File: src/rtl/spi_seq_pkg.sv
// Shared state encoding and SPI command opcodes for the register-access sequencer.
package spi_seq_pkg;

    typedef enum logic [2:0] {
        IDLE,
        CS_SETUP,
        CMD,
        ADDR,
        DATA,
        WAIT_WR,
        CS_HOLD,
        GAP
    } state_t;

    localparam logic [7:0] CMD_WRITE = 8'h0A;
    localparam logic [7:0] CMD_READ  = 8'h0B;

endpackage

File: src/rtl/spi_sclk_gen.sv
// SPI mode-0 clock divider: CLK_DIV cycles low then CLK_DIV high per bit, with
// one-cycle rise/fall strobes; run=0 parks sclk low and restarts the bit phase.
module spi_sclk_gen #(
    parameter int CLK_DIV = 4
) (
    input  logic clk,
    input  logic rst,
    input  logic run,
    output logic sclk,
    output logic rise,
    output logic fall
);

    localparam logic [7:0] LAST = 8'(CLK_DIV - 1);

    logic [7:0] cnt;
    logic       phase;

    always_ff @(posedge clk or posedge rst) begin
        if (rst) begin
            cnt   <= 8'd0;
            phase <= 1'b0;
        end else if (!run) begin
            cnt   <= 8'd0;
            phase <= 1'b0;
        end else if (cnt == LAST) begin
            cnt   <= 8'd0;
            phase <= ~phase;
        end else begin
            cnt <= cnt + 8'd1;
        end
    end

    // Strobes mark the cycle whose closing edge changes sclk.
    assign rise = run && (cnt == LAST) && !phase;
    assign fall = run && (cnt == LAST) && phase;
    assign sclk = phase;

endmodule

File: src/rtl/spi_sequencer.sv
// SPI register-access sequencer: cmd, addr, 1..8 data bytes under one chip select.
// Write bytes are pulled with wr_valid/wr_ready; a missing byte stalls with sclk parked low.
module spi_sequencer
    import spi_seq_pkg::*;
#(
    parameter int CLK_DIV = 4,
    parameter int CS_GAP  = 4
) (
    input  logic       clk,
    input  logic       rst,
    input  logic       req_valid,
    output logic       req_ready,
    input  logic       req_write,
    input  logic [7:0] req_addr,
    input  logic [2:0] req_len,
    input  logic [7:0] wr_data,
    input  logic       wr_valid,
    output logic       wr_ready,
    output logic [7:0] rd_data,
    output logic       rd_valid,
    output logic       busy,
    output logic       done,
    output logic       sclk_o,
    output logic       cs_n_o,
    output logic       mosi_o,
    input  logic       miso_i
);

    localparam logic [15:0] EDGE_LAST = 16'(CLK_DIV - 1);
    localparam logic [15:0] GAP_LAST  = 16'(CS_GAP - 1);

    state_t      state, state_next;
    logic [15:0] tcnt;
    logic        txn_write;
    logic [7:0]  txn_addr;
    logic [2:0]  txn_len;
    logic [2:0]  byte_cnt;
    logic [2:0]  bit_cnt;
    logic [7:0]  sh_out;
    logic [7:0]  sh_in;
    logic        run, rise, fall, byte_end, wr_take;

    spi_sclk_gen #(.CLK_DIV(CLK_DIV)) u_sclk (
        .clk  (clk),
        .rst  (rst),
        .run  (run),
        .sclk (sclk_o),
        .rise (rise),
        .fall (fall)
    );

    assign run      = (state == CMD) || (state == ADDR) || (state == DATA);
    assign byte_end = fall && (bit_cnt == 3'd7);
    assign wr_take  = wr_ready && wr_valid;
    assign busy     = (state != IDLE);
    assign cs_n_o   = (state == IDLE) || (state == GAP);
    assign mosi_o   = cs_n_o ? 1'b0 : sh_out[7];

    always_comb begin
        state_next = state;
        req_ready  = 1'b0;
        wr_ready   = 1'b0;
        case (state)
            IDLE: begin
                req_ready = !rst;
                if (req_valid && !rst) state_next = CS_SETUP;
            end
            CS_SETUP: if (tcnt == EDGE_LAST) state_next = CMD;
            CMD:      if (byte_end) state_next = ADDR;
            ADDR: begin
                if (byte_end) begin
                    if (txn_write) begin
                        wr_ready   = 1'b1;
                        state_next = wr_valid ? DATA : WAIT_WR;
                    end else begin
                        state_next = DATA;
                    end
                end
            end
            DATA: begin
                if (byte_end) begin
                    if (byte_cnt == txn_len) begin
                        state_next = CS_HOLD;
                    end else if (txn_write) begin
                        wr_ready   = 1'b1;
                        state_next = wr_valid ? DATA : WAIT_WR;
                    end
                end
            end
            WAIT_WR: begin
                wr_ready = 1'b1;
                if (wr_valid) state_next = DATA;
            end
            CS_HOLD: if (tcnt == EDGE_LAST) state_next = GAP;
            GAP:     if (tcnt == GAP_LAST) state_next = IDLE;
            default: state_next = IDLE;
        endcase
    end

    always_ff @(posedge clk or posedge rst) begin
        if (rst) begin
            state <= IDLE;
            tcnt  <= 16'd0;
        end else begin
            state <= state_next;
            tcnt  <= (state_next != state) ? 16'd0 : tcnt + 16'd1;
        end
    end

    always_ff @(posedge clk or posedge rst) begin
        if (rst) begin
            txn_write <= 1'b0;
            txn_addr  <= 8'h00;
            txn_len   <= 3'd0;
            byte_cnt  <= 3'd0;
            bit_cnt   <= 3'd0;
            sh_out    <= 8'h00;
            sh_in     <= 8'h00;
            rd_data   <= 8'h00;
            rd_valid  <= 1'b0;
            done      <= 1'b0;
        end else begin
            rd_valid <= 1'b0;
            done     <= (state == CS_HOLD) && (state_next == GAP);

            if (state == IDLE && req_ready && req_valid) begin
                txn_write <= req_write;
                txn_addr  <= req_addr;
                txn_len   <= req_len;
                byte_cnt  <= 3'd0;
                bit_cnt   <= 3'd0;
                sh_out    <= req_write ? CMD_WRITE : CMD_READ;
            end

            // Byte boundaries load the next byte; read data and stalls shift out zeros.
            if (fall) begin
                bit_cnt <= bit_cnt + 3'd1;
                if (bit_cnt == 3'd7) begin
                    if (state == CMD)  sh_out <= txn_addr;
                    else if (wr_take)  sh_out <= wr_data;
                    else               sh_out <= 8'h00;
                    if (state == DATA) byte_cnt <= byte_cnt + 3'd1;
                end else begin
                    sh_out <= {sh_out[6:0], 1'b0};
                end
            end

            if (state == WAIT_WR && wr_take) sh_out <= wr_data;

            if (rise && state == DATA && !txn_write) begin
                sh_in <= {sh_in[6:0], miso_i};
                if (bit_cnt == 3'd7) begin
                    rd_data  <= {sh_in[6:0], miso_i};
                    rd_valid <= 1'b1;
                end
            end
        end
    end

endmodule

File: config.mk
export PLATFORM = sky130hd
export DESIGN_NAME = spi_sequencer
export DESIGN_NICKNAME = d
export VERILOG_FILES = /design/src/rtl/spi_seq_pkg.sv /design/src/rtl/spi_sclk_gen.sv /design/src/rtl/spi_sequencer.sv
export SDC_FILE = /design/constraint.sdc
export NUM_CORES = 1
export LEC_CHECK = 0
export ABC_AREA = 1
export BUFFER_PORTS_ARGS = -buffer_cell sky130_fd_sc_hd__buf_2
export CAP_MARGIN = 20
export CELL_PAD_IN_SITES_DETAIL_PLACEMENT = 1
export CELL_PAD_IN_SITES_GLOBAL_PLACEMENT = 1
export CORE_MARGIN = 2
export CORE_UTILIZATION = 44
export CTS_CLUSTER_SIZE = 20
export DETAILED_ROUTE_END_ITERATION = 6
export GPL_ROUTABILITY_DRIVEN = 0
export PLACE_DENSITY_LB_ADDON = 0.15
export RECOVER_POWER = 50
export SLEW_MARGIN = 0
export SYNTH_ARGS = -nofsm -noshare
export SYNTH_HDL_FRONTEND = slang
export SYNTH_SLANG_ARGS = --single-unit
File: constraint.sdc
create_clock -name clk -period 2.8 [get_ports clk]
set_input_delay 0.56 -clock clk [delete_from_list [all_inputs] [get_ports clk]]
set_output_delay 0.56 -clock clk [all_outputs]
set_load 0.05 [all_outputs]
==> run summary <==
Mapped Cells - 435
Unique masters post-synth - 32
hold slack - 0.425 ns
H-tree level count - 3
number of synthesis warnings - 0
Max-Slew Margin vs Limit - 7.81%
status - finished, final reports clean
number of enable flip-flop cells after synthesis - 0
WL final - 8370 um
post-route clock skew - 0.0159 ns
CTS Root Buffer Type - clkbuf_8
synthesized flop and latch total - 71
worst vdd ir - 0.219 mV
met2 WL post-DR - 4090 um
CP endpoint kind - primary output
vias in the first global route - 3,123
Final period util - 94.7%
Synth Area per Inst - 8.30 um^2
Die W - 94.6 um
deepest clock path buffer count - 2
r2r setup slk - 0.63 ns
detailed-route DRC error count - 0
Worst-Skew Late Latency - 0.36 ns
hpwl dp - 6130 um
worst-margin pin slew - 1.38 ns
met1 wire length - 3880 um
Leakage - 2.14 nW
via count - 2,955
num ports - 41
min cycle time layout - 2.65 ns
Sequential Power Share - 53.9%
commonest non-fill, non-tap cell in the layout - nand2_1
vias per inst - 4.97
Clock Sinks - 71
hold crit path type - input port to flip-flop
Synth Flop Type - dfrtp_1
Final Hold Viols - 0
GRT Overall Usage - 20.7%
largest net degree at the start of global routing - 38
first-pass GRT wire length - 14,200 um
setup slack after layout - 0.149 ns
CP Data Arrival Time - 2.09 ns
# port buffers - 40
Logic pwr share - 2.8%
initial antenna violation count - 0
Post-Route Utilization - 51.3%
P per Cell Area - 462 nW/um^2
critical path class - flip-flop to primary output
WL per Instance - 14.1 um
slowest CP cell - dfrtp_1
CP top delay family - simple AND/OR/NAND/NOR gates
Worst-path clk slew - 0.08 ns
Iter 0 DRT Violations - 68
required time of the critical path - 2.24 ns
Seq/Total Area, Yosys - 49.2%
commonest non-fill, non-tap cells in the layout - nand2_1, dfrtp_1, inv_1
Worst setup SP type - flip-flop
initial core utilization - 44.6%
internal power - 0.00147 W
Worst Path Buf+Inv - 1
die area - 8950 um^2
Pins Over Slew Limit - 0
antenna cells - 0
FFs w/ async S/R, synth - 100%
Congestion Overflow GR - 0
core area - 8090 um^2
max layer used - met4
# Max-Cap Violations - 0
syn nets - 465
Die Y - 94.6 um
TritonCTS clock tree - done
clock group share of total power - 43.3%
Psw - 0.000447 W
Fmax - 0.377 GHz
CP Cell Sequence - ha_1, nand2_1, nor2_4, nand4_1, o21bai_2, and2_1, buf_2
Syn Std Cell Area - 3610 um^2
CP max FO - 4
CTS buffer count - 9
max incr delay on CP - 0.37 ns
layout cells sized above 1 - 19.6%
Layout Nets - 515
Post-DRT Antenna Nets - 0
DRT Pass-1 Iters - 4
Post-Place Worst Slack - 0.279 ns
synthesis-to-layout area growth - 15.0%
Net Sw Frac - 23.3%
Finish-stage setup viols - 0
Std-Cell Rows - 33
Met3 Wirelength - 266 um
## path summary, 6_finish.rpt
check                         startpoint             to  cells past startpoint
hold / removal               req_addr[5]    txn_addr[5]                      2
setup / recovery           u_sclk.cnt[0]       wr_ready                      7
hold reg to reg            u_sclk.cnt[0]  u_sclk.cnt[0]                      1
min in group asynchronous            rst     bit_cnt[2]                      2
max in group asynchronous            rst        tcnt[1]                      3
setup reg to reg           u_sclk.cnt[0]        tcnt[2]                     13
## cell type report
class                           count  area (um^2)
Sequential cell                    71         1780
Clock inverter                      3         23.8
Inverter                           54          203
Timing Repair Buffer               47          249
Multi-Input combinational cell    302         1590
Fill cell                        1046         3940
Clock buffer                       13          179
Tap cell                          105          131
## synth_stat cells (all sizes together), types with 2 or more instances
cell type / count / area, um^2
nand2: 107 / 419
dfrtp: 71 / 1780
nor2: 67 / 299
inv: 53 / 199
o21ai: 28 / 140
nand3: 27 / 165
a21oi: 15 / 75.1
xor2: 15 / 131
mux2: 9 / 101
nand4: 7 / 43.8
nor3: 7 / 35.0
buf: 5 / 37.5
ha: 5 / 62.6
clkbuf: 3 / 11.3
xnor2: 3 / 26.3
a22o: 2 / 17.5
and3: 2 / 12.5
nor4: 2 / 12.5
## power by group through the flow
stage	Combinational, W	Clock (W)	Sequential (W)
3_5_place_dp	0.0000594	0	0.00106
5_1_grt	0.0000635	0.000899	0.00104
4_1_cts	0.0000596	0.000849	0.00104
3_3_place_gp	0.0000576	0	0.00106
6_report	0.0000540	0.000830	0.00104
2_1_floorplan	0.0000274	0	0.00105
## stage by stage
step	power [W]	setup TNS, ns	cells	area (um^2)
after floorplan	0.00108	0	435	3610
after global placement	0.00111	0	577	3940
after detailed placement	0.00111	0	577	3940
after CTS	0.00194	0	593	4150
after global routing	0.00200	-0.00381	595	4150
final	0.00192	0	595	4150
## worst register-to-register path, cell delays in order (launching register included)
cell     delay [ns]
dfrtp_1        0.37
ha_1           0.21
nand2_1        0.11
nor2_4         0.18
nand3_4        0.19
nor2_4         0.22
nand2_1        0.07
nand2_1        0.07
nand2_1        0.06
nand2_2        0.07
nand3_2        0.08
nand2_2        0.09
nand3_4        0.21
nor2_1         0.15
## cell families after synthesis
kind of cell / count (synthesis) / share of synthesized area (%)
AO/OA/AOI/OAI: 47 / 6.83
buffers and inverters: 62 / 6.96
adder cells (fa/ha/maj): 5 / 1.73
flip-flops: 71 / 49.2
XOR/XNOR: 18 / 4.37
AND/OR/NAND/NOR: 223 / 28.1
multiplexers: 9 / 2.81
## sequential cells by signal (all words and copies together), names as in the netlist, 3 cells and up
name        flops
state           3
rd_data         8
bit_cnt         3
txn_addr        8
txn_len         3
sh_out          8
sh_in           7
byte_cnt        3
u_sclk.cnt      8
tcnt           16
## what timing repair did
action | in CTS | in global routing
endpoints found under the setup margin | 1 | 1
hold buffers | 0 | 0
buffers inserted | 0 | 2
pin swaps | 0 | 1
gates cloned | 0 | 0
gates resized for setup | 2 | 0
## metal layers
layer,global-route usage (%),vias up
li1,-,1484
met1,24.9,1418
met2,36.3,41
met3,5.03,12
met4,6.88,0
met5,0,-
No activity file was read; power rests on OpenSTA's default activity.
